[config.mk]
export PLATFORM = sky130hd
export DESIGN_NAME = keypad_entry
export DESIGN_NICKNAME = d
export VERILOG_FILES = /design/src/rtl/keypad_entry.sv
export SDC_FILE = /design/constraint.sdc
export NUM_CORES = 1
export LEC_CHECK = 0
export ABC_CLOCK_PERIOD_IN_PS = 3900
export BUFFER_PORTS_ARGS = -buffer_cell sky130_fd_sc_hd__buf_2
export CAP_MARGIN = 20
export CORE_AREA = 2 2 80 74
export CTS_CLUSTER_SIZE = 10
export DETAILED_ROUTE_END_ITERATION = 10
export DIE_AREA = 0 0 82 76
export GPL_ROUTABILITY_DRIVEN = 0
export PLACE_DENSITY = 0.74
export SLEW_MARGIN = 5
export SYNTH_ARGS = -nofsm -noshare
export SYNTH_HDL_FRONTEND = slang
export SYNTH_SLANG_ARGS = --single-unit
[constraint.sdc]
create_clock -name clk -period 3.9 [get_ports clk]
set_clock_uncertainty 0.05 [all_clocks]
set_input_delay 0.39 -clock clk [delete_from_list [all_inputs] [get_ports clk]]
set_output_delay 0.39 -clock clk [all_outputs]
set_load 0.01 [all_outputs]
[src/rtl/keypad_entry.sv]
// Hex keypad front end: scans a 4x4 active-low matrix, debounces whole-frame
// results and shifts each accepted digit into an 8-bit operand register.
module keypad_entry #(
   parameter int SCAN_DIV   = 10000,
   parameter int DEB_FRAMES = 4
) (
   input  logic       clk,
   input  logic       rst,
   output logic [3:0] key_row,
   input  logic [3:0] key_col,
   input  logic       clr,
   output logic       key_valid,
   output logic [3:0] key_code,
   output logic       key_held,
   output logic [7:0] entry
);

   localparam int DIV_W = (SCAN_DIV > 1) ? $clog2(SCAN_DIV) : 1;
   localparam logic [DIV_W-1:0] DIV_LAST = DIV_W'(SCAN_DIV - 1);
   localparam int CNT_W = $clog2(DEB_FRAMES + 1);
   localparam logic [CNT_W-1:0] CNT_DONE = CNT_W'(DEB_FRAMES);

   typedef enum logic [1:0] {RES_NONE, RES_SINGLE, RES_MULTI} res_t;
   typedef enum logic [1:0] {ST_IDLE, ST_PRESS_CNT, ST_HELD, ST_RELEASE_CNT} state_t;

   logic [DIV_W-1:0] div_reg;
   logic [1:0]       slot_reg;
   logic [3:0]       col_sync;
   res_t             acc_res_reg;
   logic [3:0]       acc_code_reg;
   state_t           state_reg;
   logic [CNT_W-1:0] cnt_reg;
   logic [3:0]       cand_reg;
   logic             key_valid_reg;
   logic [3:0]       key_code_reg;
   logic             key_held_reg;
   logic [7:0]       entry_reg;

   // Per-column two-flop synchronizer; idle level is high (pulled up)
   for (genvar gi = 0; gi < 4; gi++) begin : g_sync
      logic meta_reg;
      logic sync_reg;
      always_ff @(posedge clk) begin
         if (rst) begin
            meta_reg <= 1'b1;
            sync_reg <= 1'b1;
         end else begin
            meta_reg <= key_col[gi];
            sync_reg <= meta_reg;
         end
      end
      assign col_sync[gi] = sync_reg;
   end

   for (genvar gi = 0; gi < 4; gi++) begin : g_row
      assign key_row[gi] = (slot_reg != 2'(gi));
   end

   always_ff @(posedge clk) begin
      if (rst) begin
         div_reg  <= '0;
         slot_reg <= 2'd0;
      end else if (div_reg == DIV_LAST) begin
         div_reg  <= '0;
         slot_reg <= slot_reg + 2'd1;
      end else begin
         div_reg <= div_reg + DIV_W'(1);
      end
   end

   logic sample_tick;
   logic frame_end;
   assign sample_tick = (div_reg == DIV_LAST);
   assign frame_end   = sample_tick && (slot_reg == 2'd3);

   logic [3:0] row_low;
   logic [2:0] row_cnt;
   logic [1:0] row_col;
   assign row_low = ~col_sync;

   always_comb begin
      row_cnt = 3'd0;
      row_col = 2'd0;
      for (int i = 0; i < 4; i++) begin
         if (row_low[i]) begin
            row_cnt = row_cnt + 3'd1;
            row_col = 2'(i);
         end
      end
   end

   // Fold the current row into the running frame result; slot 0 starts fresh
   res_t       base_res;
   res_t       frame_res;
   logic [3:0] frame_code;
   assign base_res = (slot_reg == 2'd0) ? RES_NONE : acc_res_reg;

   always_comb begin
      frame_res  = base_res;
      frame_code = acc_code_reg;
      if (row_cnt >= 3'd2 || base_res == RES_MULTI ||
          (base_res == RES_SINGLE && row_cnt == 3'd1)) begin
         frame_res = RES_MULTI;
      end else if (row_cnt == 3'd1) begin
         frame_res  = RES_SINGLE;
         frame_code = {slot_reg, row_col};
      end
   end

   always_ff @(posedge clk) begin
      if (rst) begin
         acc_res_reg  <= RES_NONE;
         acc_code_reg <= 4'd0;
      end else if (sample_tick) begin
         acc_res_reg  <= frame_res;
         acc_code_reg <= frame_code;
      end
   end

   logic             is_single;
   logic             is_none;
   logic [CNT_W-1:0] cnt_inc;
   logic             accept;
   logic             release_done;
   assign is_single = (frame_res == RES_SINGLE);
   assign is_none   = (frame_res == RES_NONE);
   assign cnt_inc   = cnt_reg + CNT_W'(1);

   assign accept = frame_end && is_single &&
      ((state_reg == ST_IDLE && DEB_FRAMES == 1) ||
       (state_reg == ST_PRESS_CNT && frame_code == cand_reg && cnt_inc == CNT_DONE));
   assign release_done = frame_end && is_none &&
      ((state_reg == ST_HELD && DEB_FRAMES == 1) ||
       (state_reg == ST_RELEASE_CNT && cnt_inc == CNT_DONE));

   always_ff @(posedge clk) begin
      if (rst) begin
         state_reg     <= ST_IDLE;
         cnt_reg       <= '0;
         cand_reg      <= 4'd0;
         key_valid_reg <= 1'b0;
         key_code_reg  <= 4'd0;
         key_held_reg  <= 1'b0;
         entry_reg     <= 8'd0;
      end else begin
         key_valid_reg <= accept;
         // clr beats a simultaneous accept for entry, but the event still fires
         if (clr) begin
            entry_reg <= 8'd0;
         end else if (accept) begin
            entry_reg <= {entry_reg[3:0], frame_code};
         end
         if (accept) begin
            key_code_reg <= frame_code;
            key_held_reg <= 1'b1;
         end else if (release_done) begin
            key_held_reg <= 1'b0;
         end
         if (frame_end) begin
            case (state_reg)
               ST_IDLE: begin
                  if (is_single) begin
                     cand_reg  <= frame_code;
                     cnt_reg   <= CNT_W'(1);
                     state_reg <= (DEB_FRAMES == 1) ? ST_HELD : ST_PRESS_CNT;
                  end
               end
               ST_PRESS_CNT: begin
                  if (is_single && frame_code == cand_reg) begin
                     cnt_reg <= cnt_inc;
                     if (cnt_inc == CNT_DONE) state_reg <= ST_HELD;
                  end else begin
                     cnt_reg   <= '0;
                     state_reg <= ST_IDLE;
                  end
               end
               ST_HELD: begin
                  if (is_none) begin
                     cnt_reg   <= CNT_W'(1);
                     state_reg <= (DEB_FRAMES == 1) ? ST_IDLE : ST_RELEASE_CNT;
                  end
               end
               ST_RELEASE_CNT: begin
                  if (is_none) begin
                     cnt_reg <= cnt_inc;
                     if (cnt_inc == CNT_DONE) state_reg <= ST_IDLE;
                  end else begin
                     cnt_reg   <= '0;
                     state_reg <= ST_HELD;
                  end
               end
               default: state_reg <= ST_IDLE;
            endcase
         end
      end
   end

   assign key_valid = key_valid_reg;
   assign key_code  = key_code_reg;
   assign key_held  = key_held_reg;
   assign entry     = entry_reg;

endmodule

==> flow_summary.json <==
{
  "min_path_type": "in2reg",
  "hold_violations": 0,
  "wirelength_um": 4855,
  "hpwlAfterDp_um": 3559,
  "die_x_um": 82,
  "register_area_mm2": 0.001061,
  "diodes": 0,
  "cts_buffer_depth": 2,
  "rsz0062_at_grt": "false",
  "fillers": 530,
  "fp.dieH_um": 76,
  "fin_area_mm2": 0.002890,
  "crit_path_max_incr_delay_ns": 0.54,
  "async_flop_share": 0,
  "overflow": 0,
  "cts.hold.buffers_added": 0,
  "multi_input_area_mm2": 0.001431,
  "max_freq_ghz": 0.3026,
  "drive_above_1_share": 0.1790,
  "io_buffers": 24,
  "grtUsageMet1": 0.2119,
  "mostFrequentLayoutCell": "dfxtp_1",
  "final_cell_mix": "dfxtp_1, nor2_1, buf_2",
  "leakage_nw": 1.096,
  "die_area_mm2": 0.006232,
  "row_count": 26,
  "p_per_area_mw_per_mm2": 336.8,
  "place_area_mm2": 0.002786,
  "via_per_inst": 5.287,
  "pin_count": 25,
  "sequentialPowerShare": 0.568,
  "p_sw_w": 0.0002139,
  "antenna_found_initial": 0,
  "postCtsSetupRepairBufs": 0,
  "vias": 2083,
  "grt.total_usage": 0.1691,
  "numCtsBuffers": 5,
  "syn2layout_area_growth_pct": 10.42,
  "sw_frac_of_total": 0.2197,
  "synthCells": 303,
  "critPathLaunchType": "flop",
  "crit_path_end_kind": "flop",
  "yosysWarnings": 0,
  "cts.clk_slew.worst_paths_ns": 0.09,
  "tns_ns": 0,
  "core_mm2": 0.005465,
  "synthesis.nets": 320,
  "intPower_w": 0.0007596,
  "maxCapViolCount": 0,
  "grt_max_degree": 37,
  "cts_resized": 0,
  "finalCritPeriodShare": 0.8474,
  "synth-seq-area-share": 0.4054,
  "synth_seq_cells": 53,
  "fin_crit_ns": 3.305,
  "h-tree-depth": 2,
  "outcome": "completed",
  "cts_tree": "yes",
  "use_met3": 0.04028,
  "cts_sinks": 53,
  "syn_avg_cell_area_um2": 8.639,
  "crit_path_max_fanout": 7,
  "clock_power_share": 0.364,
  "irDropWorstVdd_v": 0.0001943,
  "nNetsFinal": 341,
  "first_global_vias": 1963,
  "worst_pin_slew_ns": 0.6692,
  "synth_area_mm2": 0.002618,
  "cp_slowest_cell": "or3_1",
  "drt_iter0_drc": 99,
  "criticalPathCategory": "reg2reg",
  "comb_power_share": 0.068,
  "start_util": 0.4789,
  "grt_pass1_wl_um": 8473,
  "ant_nets": 0,
  "critPathRequiredTime_ns": 4.07,
  "synthDistinctLibCells": 50,
  "setup_viol": 0,
  "firstDrtPassIters": 4,
  "wl_per_cell_um": 12.32,
  "synthFlopType": "dfxtp_1",
  "crit_family": "simple AND/OR/NAND/NOR gates",
  "worstPathCellList": "inv_1, ha_1, xnor2_1, ha_1, nor2b_1, xnor2_1, nor2_1, nand3_1, or3_1, or2_2, a21oi_1",
  "slew_viol_final": 0,
  "busiest_layer": "met2",
  "clkLatencyLatePin_ns": 0.29,
  "relSlewSlack": 0.5504,
  "cts_root_buf": "clkbuf_8",
  "arrival_ns": 3.48,
  "grt_use_met2": 0.2870,
  "critPathBufInv": 1,
  "largest_reg_flops": 14,
  "drc_errors": 0,
  "synth_edf_count": 0
}
cell usage after synthesis (2+ instances only):
cell type / instances / share of area
a211oi_1: 2 / 0.0057
a211oi_2: 2 / 0.0096
a21oi_1: 18 / 0.034
a31oi_1: 2 / 0.0048
and3_1: 4 / 0.0096
clkbuf_1: 9 / 0.013
dfxtp_1: 53 / 0.41
ha_1: 10 / 0.048
inv_1: 17 / 0.024
mux2i_1: 11 / 0.042
nand2_1: 18 / 0.026
nand2b_1: 2 / 0.0048
nand3_1: 10 / 0.019
nand4_1: 7 / 0.017
nor2_1: 49 / 0.070
nor2b_1: 4 / 0.0096
nor3_1: 6 / 0.011
nor4_1: 2 / 0.0048
o211ai_1: 3 / 0.0086
o21ai_0: 10 / 0.019
or2_2: 12 / 0.029
or3_1: 2 / 0.0048
or4_1: 2 / 0.0057
xnor2_1: 17 / 0.057
xor2_1: 6 / 0.020
per-layer routing:
layer | wire length, um | up-vias
met2 | 2374 | 33
met3 | 200 | 4
met5 | 0 | -
met4 | 35 | 0
li1 | - | 1069
met1 | 2245 | 977
per-stage QoR:
step	instances	utilization	setup slack, ns	hold WS, ns	power [W]
2_1_floorplan	303	-	0.6358	0.3395	0.0006165
3_3_place_gp	387	0.5098	0.7626	0.3450	0.0006298
3_5_place_dp	387	0.5098	0.6361	0.3532	0.0006320
4_1_cts	394	0.5288	0.6079	0.2168	0.0009809
5_1_grt	394	0.5288	0.2844	0.2150	0.001012
6_report	394	0.5288	0.5951	0.2250	0.0009735
power by group through the flow:
stage,Combinational [W],Sequential [W],Clock [W]
after global routing,0.0000738,0.000554,0.000384
after CTS,0.0000667,0.000553,0.000361
final,0.0000667,0.000553,0.000354
after floorplan,0.0000537,0.000563,0
after global placement,0.0000646,0.000565,0
after detailed placement,0.0000665,0.000566,0
cells by family after synthesis:
group,synth area share
mux,0.04637
xor+xnor,0.08652
buf+inv,0.04780
compound gates,0.1157
fa+ha+maj,0.04780
flops,0.4054
simple gates,0.2505
area by class of cell:
cell class	instances	share of cell area
clock inverter	2	0.01212
timing repair buffer	27	0.04935
tap	70	0.03030
inverter	17	0.02208
clock buffer	5	0.02381
multi-input combinational	220	0.4952
sequential	53	0.3671
worst paths after layout:
check	startpoint	to	slack [ns]	cells past startpoint
setup / recovery	g_sync[1].sync_reg	cand_reg[2]	0.60	11
hold reg to reg	g_sync[3].meta_reg	g_sync[3].sync_reg	0.37	1
setup reg to reg	g_sync[1].sync_reg	cand_reg[2]	0.60	11
hold / removal	key_col[3]	g_sync[3].meta_reg	0.22	2
worst register-to-register path, cell delays in order (launching register included):
cell     delay, ns
dfxtp_1       0.35
inv_1         0.05
ha_1          0.32
xnor2_1       0.24
ha_1          0.18
nor2b_1       0.16
xnor2_1       0.17
nor2_1        0.38
nand3_1       0.29
or3_1         0.54
or2_2         0.33
a21oi_1       0.16
Power figures use the tool's default switching activity.
